==> src/rtl/gbh_pkg.sv <==
// gbh_pkg: shared defaults, resolve classification and history shift helper
package gbh_pkg;
  localparam int HIST_W_DEF = 4;
  localparam int DEPTH_DEF = 4;
  localparam int HIST_MAX = 16;
  typedef enum logic [1:0] {
    RES_NONE,
    RES_HIT,
    RES_MISS,
    RES_EMPTY
  } res_kind_e;
  // Newest bit enters the LSB; callers keep only their low HIST_W bits.
  function automatic logic [HIST_MAX-1:0] shift_hist(input logic [HIST_MAX-1:0] h, input logic b);
    return {h[HIST_MAX-2:0], b};
  endfunction
endpackage

==> src/rtl/gbh_pred_fifo.sv <==
// gbh_pred_fifo: 1-bit in-order circular FIFO of predicted directions
module gbh_pred_fifo import gbh_pkg::*; #(
  parameter int DEPTH = DEPTH_DEF
) (
  input  logic                   clk_i,
  input  logic                   rst_ni,
  input  logic                   push_i,
  input  logic                   din_i,
  input  logic                   pop_i,
  input  logic                   clr_i,
  output logic                   dout_o,
  output logic [$clog2(DEPTH):0] count_o,
  output logic                   not_full_o
);
  localparam int PW = $clog2(DEPTH);
  localparam logic [PW:0] FULL = (PW+1)'(DEPTH);
  logic [DEPTH-1:0] mem_q;
  logic [PW-1:0] wr_q, wr_d, rd_q, rd_d;
  logic [PW:0] cnt_q, cnt_d;
  logic nf_q;
  always_comb begin
    cnt_d = clr_i ? '0 : cnt_q + (PW+1)'(push_i) - (PW+1)'(pop_i);
    wr_d = clr_i ? '0 : push_i ? wr_q + PW'(1) : wr_q;
    rd_d = clr_i ? '0 : pop_i ? rd_q + PW'(1) : rd_q;
  end
  // Ready is registered from the next count so it never depends on inputs combinationally.
  always_ff @(posedge clk_i) begin
    if (!rst_ni) begin
      wr_q <= '0;
      rd_q <= '0;
      cnt_q <= '0;
      nf_q <= 1'b1;
    end else begin
      wr_q <= wr_d;
      rd_q <= rd_d;
      cnt_q <= cnt_d;
      nf_q <= cnt_d != FULL;
    end
  end
  always_ff @(posedge clk_i) begin
    if (push_i && !clr_i) mem_q[wr_q] <= din_i;
  end
  assign dout_o = mem_q[rd_q];
  assign count_o = cnt_q;
  assign not_full_o = nf_q;
endmodule

==> src/rtl/gbh_spec.sv <==
// gbh_spec: speculative/committed global branch history with mispredict recovery
module gbh_spec import gbh_pkg::*; #(
  parameter int HIST_W = HIST_W_DEF,
  parameter int DEPTH = DEPTH_DEF
) (
  input  logic                   CLOCK,
  input  logic                   INIT,
  input  logic                   PRED_VALID,
  input  logic                   PRED_TAKEN,
  output logic                   PRED_READY,
  input  logic                   FLUSH,
  input  logic                   RES_VALID,
  input  logic                   RES_OUTCOME,
  output logic [HIST_W-1:0]      column,
  output logic [HIST_W-1:0]      COMMIT_HIST,
  output logic                   MISPRED,
  output logic [$clog2(DEPTH):0] OCCUPANCY,
  output logic                   RES_ERR
);
  logic [HIST_W-1:0] col_q, col_d, com_q, com_d;
  logic [HIST_MAX-1:0] col_sh, com_sh;
  logic mis_q, mis_d, err_q, err_d;
  logic head, ready, accept, miss, res_ok;
  logic [$clog2(DEPTH):0] occ;
  res_kind_e kind;
  gbh_pred_fifo #(.DEPTH(DEPTH)) u_fifo (
    .clk_i(CLOCK),
    .rst_ni(INIT),
    .push_i(accept),
    .din_i(PRED_TAKEN),
    .pop_i(res_ok),
    .clr_i(FLUSH | miss),
    .dout_o(head),
    .count_o(occ),
    .not_full_o(ready)
  );
  always_comb begin
    kind = !RES_VALID ? RES_NONE : (occ == '0) ? RES_EMPTY : (RES_OUTCOME != head) ? RES_MISS : RES_HIT;
    res_ok = (kind == RES_HIT) || (kind == RES_MISS);
    miss = kind == RES_MISS;
    // A prediction alongside a mispredict is wrong-path and dropped.
    accept = PRED_VALID & ready & ~FLUSH & ~miss;
    col_sh = shift_hist(HIST_MAX'(col_q), PRED_TAKEN);
    com_sh = shift_hist(HIST_MAX'(com_q), RES_OUTCOME);
    com_d = res_ok ? com_sh[HIST_W-1:0] : com_q;
    col_d = (FLUSH | miss) ? com_d : accept ? col_sh[HIST_W-1:0] : col_q;
    mis_d = miss & ~FLUSH;
    err_d = err_q | (kind == RES_EMPTY);
  end
  always_ff @(posedge CLOCK) begin
    if (!INIT) begin
      col_q <= '0;
      com_q <= '0;
      mis_q <= 1'b0;
      err_q <= 1'b0;
    end else begin
      col_q <= col_d;
      com_q <= com_d;
      mis_q <= mis_d;
      err_q <= err_d;
    end
  end
  assign column = col_q;
  assign COMMIT_HIST = com_q;
  assign MISPRED = mis_q;
  assign RES_ERR = err_q;
  assign OCCUPANCY = occ;
  assign PRED_READY = ready;
endmodule

==> config.mk <==
export PLATFORM = sky130hd
export DESIGN_NAME = gbh_spec
export DESIGN_NICKNAME = d
export VERILOG_FILES = /design/src/rtl/gbh_pkg.sv /design/src/rtl/gbh_pred_fifo.sv /design/src/rtl/gbh_spec.sv
export SDC_FILE = /design/constraint.sdc
export NUM_CORES = 1
export LEC_CHECK = 0
export CAP_MARGIN = 20
export CORE_MARGIN = 2
export CORE_UTILIZATION = 49
export DETAILED_ROUTE_END_ITERATION = 8
export GPL_ROUTABILITY_DRIVEN = 0
export PLACE_DENSITY = 0.79
export SETUP_SLACK_MARGIN = 0.3
export SYNTH_ARGS = -nofsm -noshare
export SYNTH_HDL_FRONTEND = slang
export SYNTH_HIERARCHICAL = 1
export SYNTH_SLANG_ARGS = --single-unit
==> constraint.sdc <==
create_clock -name CLOCK -period 3.5 [get_ports CLOCK]
set_clock_uncertainty 0.05 [all_clocks]
set_input_delay 0.7 -clock CLOCK [delete_from_list [all_inputs] [get_ports CLOCK]]
set_output_delay 0.7 -clock CLOCK [all_outputs]
set_load 0.03 [all_outputs]
======== Yosys cells after proc, flatten, opt, wreduce, memory -nomap -nowiden ========
Index checks and enable logic that the tools add are counted.
word-level totals
  flip-flop bits (word level) ............. 22
  input port bits ......................... 7
  output and inout bits ................... 14
  logic and storage cells ................. 49
operators by class
  add/subtract/negate cells ............... 4
  order comparisons ....................... 3
  eq/ne operators ......................... 5
  mux-type cells .......................... 12
  bitwise operators ....................... 9
  reductions and logical operators ........ 7
operator list
  kind                                                                                 count
  4-bit 2-to-1 mux                                                                     3
  2-bit by 3-bit < comparator with 1-bit output, second input constant                 2
  2-bit 2-to-1 mux                                                                     3
  2-bit by 1-bit adder with 2-bit output, second input constant                        2
  1-bit AND                                                                            4
  4-bit bitwise mux                                                                    1
  2-bit == test, second input constant                                                 2
  3-bit by 1-bit adder with 3-bit output                                               1
  3-bit zero test                                                                      1
  3-bit 2-to-1 mux                                                                     1
  3-bit inequality test, second input constant                                         1
  1-bit NOT                                                                            3
  3-bit by 1-bit subtractor with 3-bit output                                          1
  1-bit binary-select mux with 2-bit select                                            1
  1-bit demux with 2-bit select                                                        1
  2-bit by 1-bit == test with 1-bit output, second input constant                      1
  2-bit by 1-bit greater-or-equal comparator with 1-bit output, second input constant  1
  1-bit logical AND                                                                    2
  1-bit 2-to-1 mux                                                                     2
  1-bit bitwise OR                                                                     2
  2-bit nonzero test                                                                   1
  2-bit OR reduction                                                                   1
  1-bit zero test                                                                      1
  1-bit logical OR                                                                     1
  1-bit inequality test                                                                1

======== Depth between registers and ports, before layout ========
Gate-level depths: netlist of run 1.
  word-level depth ........................ 13
  depth in mapped cells ................... 10
  depth with buffers taken out ............ 9

======== Hierarchy ========
The synthesis of run 1 kept the hierarchy.
by module, submodules not included
  module         times used  cells an instance  area each (um2)  sequential area each (um2)
  gbh_pred_fifo  1           47                 569.3            280.3
  gbh_spec       1           50                 476.7            200.2

======== Least setup slack after synthesis of run 1 ========
No wires, ideal clock.
  path kind ............................... register -> register
  from .................................... reg u_fifo.rd_q[0]
  to ...................................... reg u_fifo.nf_q, in the netlist u_fifo/not_full_o
  library setup time ...................... 0.135 ns
  data arrival time ....................... 2.883 ns
  data required time ...................... 3.315 ns
  path slack .............................. 0.432 ns
  stages on the path, launching flop included .. 11
  path buffers ............................ 1
  clock period less this slack ............ 3.068 ns
  path through ............................ dfxtp_1 -> mux4_2 -> xor2_1 -> a21o_1 -> buf_6 -> nor2_1 -> ha_1 -> inv_1 -> fa_1 -> xnor3_1 -> or4b_1
between the ends
  longest elaborated chain between the ends .. 13
  elaborated cells between the ends (all ways) .. 16
  those cells by class .................... 2 x add/sub; 4 x eq/ne; 6 x mux; 3 x bitwise; 1 x reduce/logical
RTL lines
  item                                         line                 RTL
  start, declared                              gbh_pred_fifo.sv:18  logic [PW-1:0] wr_q, wr_d, rd_q, rd_d;
  start signal, assigned                       gbh_pred_fifo.sv:35  rd_q <= rd_d;
  1-bit binary-select mux with 2-bit select    gbh_pred_fifo.sv:43  assign dout_o = mem_q[rd_q];
  1-bit 2-to-1 mux (implied by the code)       gbh_pred_fifo.sv:43
  net head                                     gbh_spec.sv:23       logic head, ready, accept, miss, res_ok;
  1-bit inequality test                        gbh_spec.sv:38       kind = !RES_VALID ? RES_NONE : (occ == '0) ? RES_EMPTY : (RES_OUTCOME != head) ? RES_MISS : RES_HIT;
  2-bit 2-to-1 mux (3 in a row)                gbh_spec.sv:38
  2-bit == test                                gbh_spec.sv:40       miss = kind == RES_MISS;
  1-bit NOT                                    gbh_spec.sv:42       accept = PRED_VALID & ready & ~FLUSH & ~miss;
  1-bit AND                                    gbh_spec.sv:42
  net accept                                   gbh_spec.sv:23
  3-bit by 1-bit adder with 3-bit output       gbh_pred_fifo.sv:22  cnt_d = clr_i ? '0 : cnt_q + (PW+1)'(push_i) - (PW+1)'(pop_i);
  3-bit by 1-bit subtractor with 3-bit output  gbh_pred_fifo.sv:22
  3-bit 2-to-1 mux                             gbh_pred_fifo.sv:22
  3-bit inequality test                        gbh_pred_fifo.sv:37  nf_q <= cnt_d != FULL;
  end signal, assigned                         gbh_pred_fifo.sv:32  nf_q <= 1'b1;
  end signal, assigned                         gbh_pred_fifo.sv:37
  end, declared                                gbh_pred_fifo.sv:20  logic nf_q;
The timed path passes the listed nets, and every way through them passes these cells. The select of a mux whose other input is x is not followed.
A chain may end at the register's enable or synchronous reset.

======== Worst setup path in the final report of run 1 ========
Ends and elaborated chain as after synthesis.

==> summary.txt, run 1 <==
Run status
  • Status: complete, no violations

Critical path
  • FF-to-FF Start: u_fifo/rd_q[0]
  • WP data arrival: 3.08 ns
  • Worst setup startpoint: u_fifo/rd_q[0]
  • FF-to-FF setup slack: 0.55 ns
  • Crit path launch type: flop
  • R2R cell count: 9
  • CP Capture Type: flop
  • Worst r2r dst: u_fifo/not_full_o
  • Crit Path Max Fanout: 4
  • Crit path required time: 3.63 ns
  • Setup Crit Path Kind: flop to flop

Timing
  • Final setup TNS: 0 ns
  • Slew @ Worst Pin: 0.4156 ns
  • Pins Over Slew Limit: 0
  • Tcrit/Tclk final: 84.15%
  • F_max: 0.3395 GHz
  • Max-slew headroom: 71.58%
  • Min Tclk post-route: 2.945 ns
  • RSZ-0062 raised after global routing: false
  • Final setup viols: 0
  • Final Hold Viols: 0

GRT
  • Largest net degree at the start of global routing: 13
  • All-Layer GR Usage: 17.92%
  • Vias in the first global route: 763
  • Gr ovfl total: 0
  • Antenna violations before repair: 0
  • First-pass GRT wire length: 3.381 mm

Clocking
  • Clock slew at reported path FFs: 0.11 ns
  • Root buf cell: clkbuf_4
  • Post-cts hold buffer count: 0
  • TritonCTS clock tree: built
  • CTS Buf Count: 3
  • Max Root-Sink Buffers: 2
  • H-tree depth: 1
  • Clock latency on the worst-skew pair: 0.29 ns
  • Clock Sinks: 22
  • CTS resizes: 0
  • Post-CTS setup buffers: 0

Floorplanning
  • Die Width: 50.20 um
  • Starting Density: 52.78%
  • Total core area: 1982 um^2
  • Die area: 2520 um^2
  • Die Height: 50.20 um
  • Top-Level Pins: 21
  • # rows: 16

Detailed routing
  • Final antenna-violating net count: 0
  • DR iter-0 viols: 12
  • DR WL/cell: 12.74 um
  • Via count: 762
  • Final Routed Wirelength: 1.899 mm
  • Drt drc: 0
  • Vias per cell: 5.114
  • DRT Pass-1 Iters: 4

Worst hold path
  • Worst hold path startpoint: RES_ERR
  • Hold Path Stages: 2
  • WHS Endpoint: RES_ERR
  • Hold WC Path Type: flop to flop

Cells and area
  • Area grow syn2layout: 25.24%
  • Nets: 137
  • Multi-input gate area: 516.7 um^2
  • Diode count: 0
  • Post-route cell area: 1310 um^2
  • Layout cells sized above 1: 9.016%
  • Most common cell after layout, fill and taps aside: clkdlybuf4s50_1
  • Most frequent cells in the layout: 20 x clkdlybuf4s50_1, 18 x dfxtp_1, 10 x nor2_1
  • Number of fill cells: 157
  • Layout Utilization: 66.10%
  • Sequential cell area: 480.5 um^2

Power and ir drop
  • Pwr/cell area: 380.2 nW/um^2
  • Maximum VDD drop: 0.2297 mV
  • Cell leakage power: 0.5386 nW

Yosys
  • Ys Warns: 6
  • Post-synthesis register bit count: 22
  • Netlist Area Pre-Place: 1046 um^2
  • Primary FF master, synth: dfxtp_1
  • Syn Inst Count: 97
  • Syn Area/Cell: 10.78 um^2
  • Synth Net Count: 111
  • Synth cell types: 31
  • Post-synth EDFFs: 4
  • Ys async rst share: 0%
  • Sequential area share after synthesis: 45.93%

Placement
  • IO buf count: 20
  • Dpl cell area: 1284 um^2
  • HPWL Detailed: 1.483 mm

Job
  • Max cap viols: 0
how the worst max path moves through the flow:
stage	cells after the start	end
after floorplan	10	u_fifo/not_full_o
after global placement	10	u_fifo/not_full_o
after detailed placement	10	u_fifo/not_full_o
after CTS	9	u_fifo/not_full_o
after global routing	9	u_fifo/not_full_o
final	9	u_fifo/not_full_o
report_power, final:
group	leakage (nW)	switching (W)	internal, W
Combinational	0.341	0.0000556	0.0000507
Clock	0.0150	0.0000696	0.0000443
Sequential	0.182	0.0000105	0.000267
Total	0.539	0.000136	0.000362
per-layer routing:
layer | part of all wire [%] | wire, um | up-vias | global-route usage, %
met4 | 1.1 | 20 | 0 | 7.870
met5 | 0 | 0 | - | 0
met2 | 50 | 947 | 18 | 29.82
li1 | - | - | 381 | -
met1 | 46 | 867 | 359 | 22.97
met3 | 3.3 | 63 | 4 | 2.679
cells in the mapped netlist (all sizes together) (2+ instances only):
library cell	number	area (um^2)
ha	6	75.07
dfxtp	18	360.4
inv	10	37.53
xnor2	2	17.52
nand2	5	18.77
nand2b	2	12.51
and2	4	25.02
a2111oi	2	17.52
mux2i	5	50.05
a21boi	4	30.03
a21oi	2	10.01
o21ai	2	10.01
nor2	10	37.54
mux2	2	22.52
edfxtp	4	120.1
a211oi	2	15.01
and3	4	25.02
final cells by class:
cell class | count | area share [%]
clock buffer | 4 | 2.006
inverter | 10 | 2.865
multi-input combinational | 64 | 39.45
sequential | 22 | 36.68
tap | 27 | 2.579
timing repair buffer | 22 | 16.43
critical path, cell delays in order, from the launching register on:
cell,delay [ns]
dfxtp_1,0.43
mux4_2,0.53
xor2_1,0.20
a21o_1,0.20
nor2_1,0.15
ha_1,0.16
inv_1,0.04
fa_1,0.36
xnor3_1,0.20
or4b_1,0.50
logic make-up after synthesis:
family | share of synthesized area, %
AND/OR/NAND/NOR | 14.95
flip-flops | 45.93
AO/OA/AOI/OAI | 11.60
buffers and inverters | 4.664
multiplexers | 9.091
adder cells (fa/ha/maj) | 9.091
XOR/XNOR | 4.665
metrics by stage:
| stage | hold WS [ns] | instances | worst slack, ns | power, W |
|---|---|---|---|---|
| after floorplan | 0.4636 | 97 | 0.4320 | 0.0003504 |
| after global placement | 0.4091 | 145 | 0.3263 | 0.0003863 |
| after detailed placement | 0.4233 | 145 | 0.2655 | 0.0003896 |
| after CTS | 0.4506 | 149 | 0.5408 | 0.0005037 |
| after global routing | 0.5083 | 149 | 0.3853 | 0.0005245 |
| final | 0.4509 | 149 | 0.5546 | 0.0004980 |
sequential cells by signal, indices dropped and copies added, names as in the netlist:
signal,cells
COMMIT_HIST,4
MISPRED,1
RES_ERR,1
column,4
u_fifo/count_o,3
u_fifo/mem_q,4
u_fifo/not_full_o,1
u_fifo/rd_q,2
u_fifo/wr_q,2
Note: power is estimated with default switching activity, not from simulation.
==> run 2, diff against run 1 <==
- CORE_UTILIZATION: 49 -> 45
- PLACE_DENSITY: 0.79 -> 0.76
- clock period: 3.5 -> 2.59 ns (I/O delays scaled with it)
==> summary.txt, run 2 (synthesis gave the netlist of run 1 again) <==
Timing
  • Min Tclk post-route: 2.760 ns
  • Slew @ Worst Pin: 0.5472 ns
  • Max-slew headroom: 62.58%
  • Final setup viols: 1
  • RSZ-0062 raised after global routing: true
  • Pins Over Slew Limit: 0
  • F_max: 0.3623 GHz
  • Fin worst setup slack: -0.1699 ns
  • Tcrit/Tclk final: 106.6%
  • Final Hold Viols: 0

Cells and area
  • Nets: 149
  • Layout Utilization: 66.01%
  • Most common cell after layout, fill and taps aside: clkdlybuf4s50_1
  • Area grow syn2layout: 39.59%
  • Most frequent cells in the layout: 20 x clkdlybuf4s50_1, 17 x dfxtp_1, 12 x buf_4
  • Post-route cell area: 1460 um^2
  • Diode count: 0
  • Number of fill cells: 173
  • Layout cells sized above 1: 26.12%

Floorplanning
  • Top-Level Pins: 21
  • Die area: 2726 um^2
  • Die Height: 52.21 um
  • # rows: 17
  • Total core area: 2212 um^2
  • Starting Density: 47.29%
  • Die Width: 52.21 um

Clocking
  • Max Root-Sink Buffers: 2
  • TritonCTS clock tree: built
  • CTS Buf Count: 3
  • Clock Sinks: 22
  • Post-cts hold buffer count: 0
  • Root buf cell: clkbuf_4
  • Clock latency on the worst-skew pair: 0.31 ns
  • H-tree depth: 1
  • Clock slew at reported path FFs: 0.12 ns

Placement
  • Dpl cell area: 1351 um^2
  • HPWL Detailed: 1.598 mm
  • IO buf count: 20

Detailed routing
  • Routed met3 length: 74 um
  • Via count: 814
  • Highest routed layer: met4
  • Vias per cell: 5.025
  • Metal-1 WL: 973 um
  • DR WL/cell: 13.32 um
  • Final Routed Wirelength: 2.158 mm
  • Drt drc: 0
  • Met2 Routed Length: 1.058 mm
  • DRT Pass-1 Iters: 4
  • DR iter-0 viols: 13
  • Final antenna-violating net count: 0

Power and ir drop
  • Overall Power: 0.0007347 W
  • Pwr/cell area: 503.1 nW/um^2
  • Cell leakage power: 0.6080 nW
  • Maximum VDD drop: 0.3578 mV

Critical path
  • Crit path cell chain: mux4_2 > xor2_2 > a21o_1 > nor2_4 > ha_4 > inv_2 > fa_2 > nand2b_1 > or4b_1
  • Crit path launch type: flop
  • Buf/Inv on CP: 1
  • Setup Crit Path Kind: flop to flop
  • CP Capture Type: flop
  • FF-to-FF setup slack: -0.17 ns
  • Worst path max stage delay: 0.53 ns
  • Crit Path Max Fanout: 2
  • Crit path required time: 2.74 ns
  • WP data arrival: 2.91 ns
  • Cell family with most CP delay: adder cells
  • Slowest cell on the critical path: mux4_2

GRT
  • First-pass GRT wire length: 3.484 mm
  • All-Layer GR Usage: 17.64%
  • Largest net degree at the start of global routing: 13
  • Antenna violations before repair: 0
  • Vias in the first global route: 790
  • Gr ovfl total: 0

Worst hold path
  • Hold WC Path Type: flop to flop

Job
  • Max cap viols: 0

Run status
  • Violated checks: negative setup slack
  • Status: finished with violations
-- run 2: cell types whose count changed in the layout (fill, tap and decap cells not counted), sizes merged --
cell    delta
buf       +12
clkbuf     -1
clkinv     +1
-- run 2: layout make-up --
type / instances / area (um^2) / area share [%]
Tap cell: 28 / 35.03 / 2.399
Timing Repair Buffer: 34 / 312.8 / 21.42
Clock buffer: 3 / 22.52 / 1.542
Clock inverter: 1 / 3.754 / 0.2571
Sequential cell: 22 / 481.7 / 32.99
Multi-Input combinational cell: 64 / 566.8 / 38.82
Inverter: 10 / 37.54 / 2.571
-- run 2: where the power goes --
part | switching (W) | internal, W | total, W | leakage [nW]
Sequential | 0.0000124 | 0.000361 | 0.000374 | 0.183
Clock | 0.000102 | 0.0000564 | 0.000158 | 0.0154
Combinational | 0.0000977 | 0.000105 | 0.000203 | 0.410
Total | 0.000212 | 0.000523 | 0.000735 | 0.608
-- run 2: timing repair --
action                     4_1_cts  5_1_grt
gates cloned                     0        0
pin swaps                        0        2
setup buffers                    4        2
setup endpoints to repair        3        7
resized for setup                1       10
hold endpoints to repair         0        0
-- run 2: through the flow --
| step | hold WS, ns | instances | TNS, ns | setup slack (ns) |
|---|---|---|---|---|
| 2_1_floorplan | 0.4514 | 97 | -0.2446 | -0.2446 |
| 3_3_place_gp | 0.4113 | 152 | -0.3055 | -0.3055 |
| 3_5_place_dp | 0.4206 | 152 | -0.3614 | -0.3614 |
| 4_1_cts | 0.4590 | 160 | -0.1660 | -0.1660 |
| 5_1_grt | 0.5144 | 162 | -0.2766 | -0.2766 |
| 6_report | 0.4595 | 162 | -0.1699 | -0.1699 |
-- run 2: path summary, 6_finish.rpt --
kind | startpoint | to | depth (start not counted)
worst max-delay path | u_fifo/rd_q[0] | u_fifo/not_full_o | 9
worst min-delay path | RES_ERR | RES_ERR | 2
worst max register to register | u_fifo/rd_q[0] | u_fifo/not_full_o | 9
worst min register to register | RES_ERR | RES_ERR | 2
-- run 2: worst reg2reg max path, cell delays in order, from the launching register on --
cell,delay [ns]
dfxtp_2,0.36
mux4_2,0.53
xor2_2,0.17
a21o_1,0.20
nor2_4,0.12
ha_4,0.14
inv_2,0.03
fa_2,0.53
nand2b_1,0.08
or4b_1,0.46
-- run 2: per-layer routing --
metal  GRT usage (%)  vias to the layer above
li1                -                      407
met3           2.857                        4
met4           7.692                        0
met1           23.64                      384
met5               0                        -
met2           28.06                       19
